<file path="src/rtl/tour_cmd_sequencer.sv">
// Plays a pre-loaded knight's-tour move list out as RemoteComm commands, two legs per move.
// Optional feature: define SEQ_CAL_EN to issue a calibrate command (16'h0000) before move 0.
module tour_cmd_sequencer #(
    parameter int          MAX_MOVES  = 24,
    parameter int          TMO_CYCLES = 10_000_000,
    parameter logic [7:0]  RESP_ACK   = 8'hA5
) (
    input  logic        clk,
    input  logic        rst,
    input  logic        mv_wr,
    input  logic [4:0]  mv_addr,
    input  logic [2:0]  mv_data,
    input  logic [4:0]  num_moves,
    input  logic        start,
    input  logic        abort,
    output logic [15:0] cmd,
    output logic        snd_cmd,
    input  logic        cmd_snt,
    input  logic        resp_rdy,
    input  logic [7:0]  resp,
    output logic        busy,
    output logic        done,
    output logic        err,
    output logic [4:0]  cur_move
);

    typedef enum logic [3:0] {
        IDLE,
`ifdef SEQ_CAL_EN
        CAL_SEND,
        CAL_XMIT,
        CAL_WAIT,
`endif
        LEG1_SEND,
        LEG1_XMIT,
        LEG1_WAIT,
        LEG2_SEND,
        LEG2_XMIT,
        LEG2_WAIT,
        NEXT,
        DONE,
        ERR
    } state_t;

`ifdef SEQ_CAL_EN
    localparam state_t FIRST_SEND = CAL_SEND;
`else
    localparam state_t FIRST_SEND = LEG1_SEND;
`endif

    localparam logic [23:0] TMO_LAST  = 24'(TMO_CYCLES - 1);
    localparam logic [4:0]  MAX_COUNT = 5'(MAX_MOVES);

    state_t      state_q, state_d;
    logic [15:0] cmd_q, cmd_d;
    logic        snd_cmd_q, snd_cmd_d;
    logic        done_q, done_d;
    logic        err_q, err_d;
    logic [4:0]  cur_move_q, cur_move_d;
    logic [4:0]  count_q, count_d;
    logic [23:0] tmo_q, tmo_d;
    logic [2:0]  move_mem [MAX_MOVES];
    logic [2:0]  cur_code;
    logic        tmo_hit;

    // Vertical leg is a plain move, horizontal leg a move with fanfare.
    function automatic logic [15:0] leg_cmd(input logic [2:0] code, input logic second);
        logic north, east, v_two;
        north = (code == 3'd0) || (code == 3'd1) || (code == 3'd6) || (code == 3'd7);
        east  = (code < 3'd4);
        v_two = (code == 3'd0) || (code == 3'd3) || (code == 3'd4) || (code == 3'd7);
        if (!second)
            leg_cmd = {4'h2, (north ? 8'h00 : 8'h7F), (v_two ? 4'd2 : 4'd1)};
        else
            leg_cmd = {4'h3, (east ? 8'hBF : 8'h3F), (v_two ? 4'd1 : 4'd2)};
    endfunction

    always_ff @(posedge clk) begin
        if (mv_wr && (state_q == IDLE) && (mv_addr < MAX_COUNT))
            move_mem[mv_addr] <= mv_data;
    end

    assign cur_code = move_mem[cur_move_q];
    assign tmo_hit  = (tmo_q == TMO_LAST);
    assign busy     = !((state_q == IDLE) || (state_q == DONE) || (state_q == ERR));

    always_comb begin
        state_d    = state_q;
        cmd_d      = cmd_q;
        snd_cmd_d  = 1'b0;
        done_d     = done_q;
        err_d      = err_q;
        cur_move_d = cur_move_q;
        count_d    = count_q;
        tmo_d      = tmo_q;
        case (state_q)
            IDLE: begin
                if (start) begin
                    count_d    = (num_moves > MAX_COUNT) ? MAX_COUNT : num_moves;
                    done_d     = 1'b0;
                    err_d      = 1'b0;
                    cur_move_d = 5'd0;
                    if (num_moves == 5'd0) begin
                        state_d = DONE;
                        done_d  = 1'b1;
                    end else begin
                        state_d = FIRST_SEND;
                    end
                end
            end
`ifdef SEQ_CAL_EN
            CAL_SEND: begin
                cmd_d     = 16'h0000;
                snd_cmd_d = 1'b1;
                tmo_d     = 24'd0;
                state_d   = CAL_XMIT;
            end
            CAL_XMIT: begin
                tmo_d = tmo_q + 24'd1;
                if (tmo_hit) begin
                    state_d = ERR;
                    err_d   = 1'b1;
                end else if (cmd_snt) state_d = CAL_WAIT;
            end
            CAL_WAIT: begin
                tmo_d = tmo_q + 24'd1;
                if (resp_rdy) begin
                    state_d = (resp == RESP_ACK) ? LEG1_SEND : ERR;
                    err_d   = (resp != RESP_ACK);
                end else if (tmo_hit) begin
                    state_d = ERR;
                    err_d   = 1'b1;
                end
            end
`endif
            LEG1_SEND: begin
                cmd_d     = leg_cmd(cur_code, 1'b0);
                snd_cmd_d = 1'b1;
                tmo_d     = 24'd0;
                state_d   = LEG1_XMIT;
            end
            LEG1_XMIT: begin
                tmo_d = tmo_q + 24'd1;
                if (tmo_hit) begin
                    state_d = ERR;
                    err_d   = 1'b1;
                end else if (cmd_snt) state_d = LEG1_WAIT;
            end
            LEG1_WAIT: begin
                tmo_d = tmo_q + 24'd1;
                if (resp_rdy) begin
                    state_d = (resp == RESP_ACK) ? LEG2_SEND : ERR;
                    err_d   = (resp != RESP_ACK);
                end else if (tmo_hit) begin
                    state_d = ERR;
                    err_d   = 1'b1;
                end
            end
            LEG2_SEND: begin
                cmd_d     = leg_cmd(cur_code, 1'b1);
                snd_cmd_d = 1'b1;
                tmo_d     = 24'd0;
                state_d   = LEG2_XMIT;
            end
            LEG2_XMIT: begin
                tmo_d = tmo_q + 24'd1;
                if (tmo_hit) begin
                    state_d = ERR;
                    err_d   = 1'b1;
                end else if (cmd_snt) state_d = LEG2_WAIT;
            end
            LEG2_WAIT: begin
                tmo_d = tmo_q + 24'd1;
                if (resp_rdy) begin
                    state_d = (resp == RESP_ACK) ? NEXT : ERR;
                    err_d   = (resp != RESP_ACK);
                end else if (tmo_hit) begin
                    state_d = ERR;
                    err_d   = 1'b1;
                end
            end
            NEXT: begin
                cur_move_d = cur_move_q + 5'd1;
                if ((cur_move_q + 5'd1) == count_q) begin
                    state_d = DONE;
                    done_d  = 1'b1;
                end else begin
                    state_d = LEG1_SEND;
                end
            end
            DONE:    state_d = IDLE;
            ERR:     state_d = IDLE;
            default: state_d = IDLE;
        endcase
        // Abort overrides everything else, including a response arriving in the same cycle.
        if (abort && busy) begin
            state_d    = IDLE;
            snd_cmd_d  = 1'b0;
            cmd_d      = cmd_q;
            done_d     = done_q;
            err_d      = err_q;
            cur_move_d = cur_move_q;
        end
    end

    always_ff @(posedge clk) begin
        if (rst) begin
            state_q    <= IDLE;
            cmd_q      <= 16'h0000;
            snd_cmd_q  <= 1'b0;
            done_q     <= 1'b0;
            err_q      <= 1'b0;
            cur_move_q <= 5'd0;
            count_q    <= 5'd0;
            tmo_q      <= 24'd0;
        end else begin
            state_q    <= state_d;
            cmd_q      <= cmd_d;
            snd_cmd_q  <= snd_cmd_d;
            done_q     <= done_d;
            err_q      <= err_d;
            cur_move_q <= cur_move_d;
            count_q    <= count_d;
            tmo_q      <= tmo_d;
        end
    end

    assign cmd      = cmd_q;
    assign snd_cmd  = snd_cmd_q;
    assign done     = done_q;
    assign err      = err_q;
    assign cur_move = cur_move_q;

endmodule

</file>
<file path="config.mk">
export PLATFORM = sky130hd
export DESIGN_NAME = tour_cmd_sequencer
export DESIGN_NICKNAME = d
export VERILOG_FILES = /design/src/rtl/tour_cmd_sequencer.sv
export SDC_FILE = /design/constraint.sdc
export NUM_CORES = 1
export LEC_CHECK = 0
export CORE_UTILIZATION = 45
export CTS_BUF_LIST = sky130_fd_sc_hd__clkbuf_16
export DETAILED_ROUTE_END_ITERATION = 6
export PLACE_DENSITY = 0.69
export RECOVER_POWER = 50
export SLEW_MARGIN = 40
export SYNTH_ARGS = -nofsm -noshare
export SYNTH_HDL_FRONTEND = slang
export SYNTH_SLANG_ARGS = --single-unit
</file>
<file path="constraint.sdc">
create_clock -name clk -period 3.7 [get_ports clk]
set_clock_uncertainty 0.1 [all_clocks]
set_input_delay 0.555 -clock clk [delete_from_list [all_inputs] [get_ports clk]]
set_output_delay 0.555 -clock clk [all_outputs]
set_load 0.01 [all_outputs]
</file>
Yosys cells after proc, flatten, opt, wreduce, memory -nomap -nowiden
Memories as Yosys holds them, arrays and structs flattened. A register that Yosys moved wholly into a read port is not among the register bits.
Index checks and enable logic that the tools add are counted.
{ "word_totals": {"ff_bits": 57, "mem_bits_rw": 72, "output_inout_bits": 25, "word_cells": 102, "mem_count": 1} }
{ "op_classes": {"n_addsub": 2, "magnitude_cmp": 3, "eq_ne": 22, "mux": 35, "bitwise": 1, "reduce_logical": 30} }
{ "memory_table": {"columns": ["memory", "depth", "word_bits", "rd", "rd_ports_with_merged_regs", "write_ports", "line", "rtl"], "rows": [
  ["move_mem", 24, 3, 1, 1, 1, "62", "logic [2:0] move_mem [MAX_MOVES];"]
]} }
{ "op_table": {"columns": ["operator", "count"], "rows": [
  ["$mux 4", 12],
  ["$pmux 24 s2", 1],
  ["$pmux 16 s2", 1],
  ["$pmux 4 s8", 1],
  ["$add 24x1->24 const B", 1],
  ["$eq 24x24->1 const B", 1],
  ["$mux 5", 4],
  ["$eq 4x3->1 const B", 4],
  ["$pmux 5 s2", 1],
  ["$eq 3x3->1 const B", 3],
  ["$mux 1", 9],
  ["$reduce_and 3->1", 3],
  ["$eq 4x2->1 const B", 2],
  ["$eq 4x4->1 const B", 2],
  ["$eq 8x8->1 const B", 1],
  ["$logic_or 1x1->1", 8],
  ["$mux 8", 1],
  ["$ne 8x8->1 const B", 1],
  ["$reduce_or 2->1", 4],
  ["$mux 7", 1],
  ["$ne 3x3->1 const B", 2],
  ["$reduce_bool 2->1", 3],
  ["$add 5x1->5 const B", 1],
  ["$eq 5x5->1", 1],
  ["other kinds (20)", 25]
]} }

Longest topological paths before layout
{ "logic_depth": {"ltp_word": 9, "depth_mapped": 8, "depth_no_buf": 7} }

Worst setup path after synthesis
Ideal clock, no wire load.
{ "synth_timing": {"kind": "input to register", "from": "input resp[1]", "to": "register err_q, in the netlist err", "arrival_time_ps": 1949, "setup_slack_ps": 1520, "cell_stages": 6, "path_cell_list": "or3b_2 > or4_1 > a21o_1 > a21oi_1 > o21ba_2 > nor3_1"} }
{ "synth_between": {"elab_chain_cells": 3} }
{ "synth_lines": {"columns": ["item", "line", "rtl"], "rows": [
  ["from (decl)", "20", "input logic [7:0] resp,"],
  ["$ne 8x8->1", "153, 176", null],
  ["$mux 1", "151", "if (resp_rdy) begin"],
  ["$pmux 1 s3", "96", "case (state_q)"],
  ["to (signal assigned)", "221", "err_q <= err_d;"],
  ["to (decl)", "58", "logic err_q, err_d;"]
]} }
No other way between the ends.
A chain may end at the register's enable or synchronous reset.

Final worst setup path
{ "layout_timing": {"from": "register state_q[0]", "to": "output busy"} }
{ "layout_between": {"elab_chain_cells": 4, "word_cells_on_any_way": 6} }
{ "layout_lines": {"columns": ["item", "line", "rtl"], "rows": [
  ["from (decl)", "54", "state_t state_q, state_d;"],
  ["from (signal assigned)", "217", "state_q <= state_d;"],
  ["$eq 4x4->1 or $logic_not 4->1 (tied branches)", "85", "assign busy = !((state_q == IDLE) || (state_q == DONE) || (state_q == ERR));"],
  ["$logic_or 1x1->1", "85", null],
  ["$logic_or 1x1->1 *", "85", null],
  ["$logic_not 1->1 *", "85", null],
  ["to (decl)", "21", "output logic busy,"]
]} }
Mark *: on every way between the ends. The rest lies on a longest branch, timed or not.

==> summary.txt <==
Worst setup path
  – Data required time of the critical path: 3.04 ns
  – Kind of critical path: flip-flop to output port
  – Flop2flop setup slack: 0.97 ns
  – Arrival time of the worst setup path: 2.29 ns
  – Startpoint types: flip-flop
  – Largest stage delay, worst path: 0.76 ns
  – CP max-delay cell: dfxtp_1
  – Worst setup EP type: output port
  – Critical-path cell list: inv_1, o21ai_0, clkdlybuf4s50_1
  – Worst-path maximum fanout: 21

Finish
  – N_diodes: 0
  – Post-layout net count: 602
  – # fillers: 1113
  – Fin area: 6954 um^2
  – Layout Cells excl Fill: 757
  – Layout cells sized above 1: 11.97%
  – Area grow syn2layout: 18.15%

Die
  – Die Ht: 116.4 um
  – Die width: 116.4 um
  – DIE AREA: 13540 um^2
  – Std cell rows: 41
  – Ports: 53
  – CORE AREA: 12670 um^2
  – Initial core utilization: 46.45%

Global routing
  – Grt ovf: 0
  – Pin count of the biggest net entering global routing: 25
  – Initial antenna violation count: 0
  – Number of global-route vias before repair: 4107
  – Total global routing track utilization: 21.11%
  – First-pass GRT wire length: 21110 um

Synth
  – Synth top area cells: edfxtp_1, dfxtp_1, mux4_2, nor2_1, a21oi_1
  – Ys Warns: 0
  – Prevailing post-synth register cell: edfxtp_1
  – Syn Inst Count: 533
  – Yosys top cell area share: 36.73%
  – Top cell types by occurrence after synthesis: edfxtp_1, nor2_1, dfxtp_1
  – Post-synth ARST share: 0%
  – Seq/Total Area, Yosys: 54.76%
  – Dominant cell type by area after synthesis: edfxtp_1
  – Flops & latches, synth: 125
  – Mean Syn Cell Area: 11.04 um^2
  – Mapped cell area: 5886 um^2
  – Top-count cell post-synth: edfxtp_1
  – Unique cell type count in the Yosys netlist: 68
  – Post-synth EDFFs: 72

Route
  – Vias post-DR: 4304
  – Vias per inst: 5.686
  – Router iterations before antenna repair: 7
  – # DRC: 0
  – WL final: 13240 um
  – Antenna Nets Post-Route: 0
  – Initial drt markers: 340
  – Post-DR wirelength/cell: 17.49 um

Timing
  – Final min period: 2.942 ns
  – Max-slew violation count: 0
  – Peak Freq: 339.9 MHz
  – Slew @ Worst Pin: 1.078 ns
  – RSZ-0062 raised after global routing: no
  – Setup TNS: 0 ns
  – Final hold vios: 0
  – Final Cycle Share: 79.52%
  – Slew HR: 28.12%
  – Final setup viols: 0

Placement
  – Placed insts: 725
  – Port Buffers: 48
  – Detail Placement HPWL: 9007 um
  – Placed cell area: 6426 um^2
  – Placer congestion estimate: 0.8416

Pwr
  – Combinational power share: 13.1%
  – Share of total power in the clock network: 42.6%
  – Switching power of the nets: 0.9846 mW
  – Sw frac: 27.80%
  – Pwr Density: 509.3 nW/um^2
  – Static Leak: 2.331 nW
  – Peak supply drop: 397.5 uV
  – Seq pwr share: 44.3%
  – Pwr Total: 3.542 mW
  – Int Pwr: 2.557 mW

Clock tree
  – CTS Buf Count: 17
  – CTS Sinks: 125
  – Skew-Pair Late Insertion Delay: 0.42 ns
  – Max Root-Sink Buffers: 2
  – Hold Buf Count CTS: 0
  – Clock transition at path regs: 0.06 ns
  – Post CTS Setup Buffer Count: 0
  – CTS resizes: 0
  – CTS H-Tree Depth: 4
  – Root Driver: clkbuf_16
  – TritonCTS clock tree: built

Flow run
  – Max-Cap Viols: 0

Status
  – Status: complete, no violations

Worst hold path
  – HP Class: flip-flop to flip-flop
==> layer usage <==
layer  vias to the layer above  GRT usage [%]  share of wire [%]
met5                         -              0                  0
met4                         0          8.889                2.0
met3                        23          5.916                6.0
met2                       159          33.02                 47
met1                      2060          27.58                 45
li1                       2062              -                  -
==> power groups by stage <==
stage                     Combinational (mW)  Clock (mW)  Sequential, mW
after floorplan                        0.321           0            1.57
after global placement                 0.463           0            1.59
after detailed placement               0.471           0            1.60
after CTS                              0.475        1.53            1.57
after global routing                   0.514        1.61            1.58
final                                  0.465        1.51            1.57
==> layout by cell type, fill, tap and decap left out, drive strengths merged, types with 5 or more instances in the layout <==
| cell type | n |
|---|---|
| and2 | 9 |
| dfxtp | 53 |
| nor2 | 67 |
| xnor2 | 7 |
| edfxtp | 72 |
| a21oi | 36 |
| clkinv | 8 |
| o21ai | 18 |
| mux2i | 10 |
| clkdlybuf4s50 | 26 |
| nor2b | 6 |
| nand3b | 5 |
| mux2 | 10 |
| mux4 | 14 |
| nand2 | 46 |
| nand4 | 6 |
| nor3 | 13 |
| xor2 | 6 |
| nand2b | 6 |
| clkbuf | 20 |
| inv | 10 |
| or2 | 5 |
| a211oi | 5 |
| nor4 | 7 |
| dlygate4sd3 | 19 |
| and3 | 5 |
| nand3 | 22 |
==> worst max-delay path, delay by kind of cell, from the launching register on <==
family	cells	cell delay [ns]
flip-flops	1	0.76
buffers and inverters	2	0.77
AO/OA/AOI/OAI	1	0.34
==> path summary, 6_finish.rpt <==
path | startpoint | end | depth (start not counted)
max | state_q[0] | busy | 3
min | tmo_q[6] | tmo_q[6] | 1
min reg2reg | tmo_q[6] | tmo_q[6] | 1
max reg2reg | flip-flop | cmd[1] | 6
==> metrics by stage <==
| step | worst slack (ns) | utilization [%] | hold WS, ns |
|---|---|---|---|
| 2_1_floorplan | 1.520 | - | 0.3201 |
| 3_3_place_gp | 0.9463 | 50.72 | 0.3335 |
| 3_5_place_dp | 0.8039 | 50.72 | 0.3487 |
| 4_1_cts | 0.7716 | 54.98 | 0.3569 |
| 5_1_grt | 0.6381 | 54.88 | 0.3696 |
| 6_report | 0.7578 | 54.88 | 0.3571 |
==> state kept, by name (all words and copies together), names as in the netlist, named ones only <==
name,cells
cmd,7
count_q,5
cur_move,5
done,1
err,1
move_mem,72
snd_cmd,1
state_q,4
tmo_q,24
==> layout make-up <==
type | count | area (um^2) | area share, %
Sequential cell | 125 | 3224 | 46.37
Multi-Input combinational cell | 370 | 2460 | 35.37
Timing Repair Buffer | 52 | 491.7 | 7.071
Clock buffer | 17 | 425.4 | 6.117
Tap cell | 172 | 215.2 | 3.095
Clock inverter | 15 | 115.1 | 1.655
Inverter | 6 | 22.52 | 0.3239
==> kinds of logic (layout without fill, tap and decap cells) <==
group,Yosys count,in the layout,share of synthesized area [%]
flip-flops,125,125,54.76
AND/OR/NAND/NOR,219,219,18.81
buffers and inverters,41,90,3.720
XOR/XNOR,13,13,1.935
other,1,4,0.06371
adder cells (fa/ha/maj),2,2,0.4251
multiplexers,34,34,9.099
AO/OA/AOI/OAI,98,98,11.18
No activity file was read; power rests on OpenSTA's default activity.
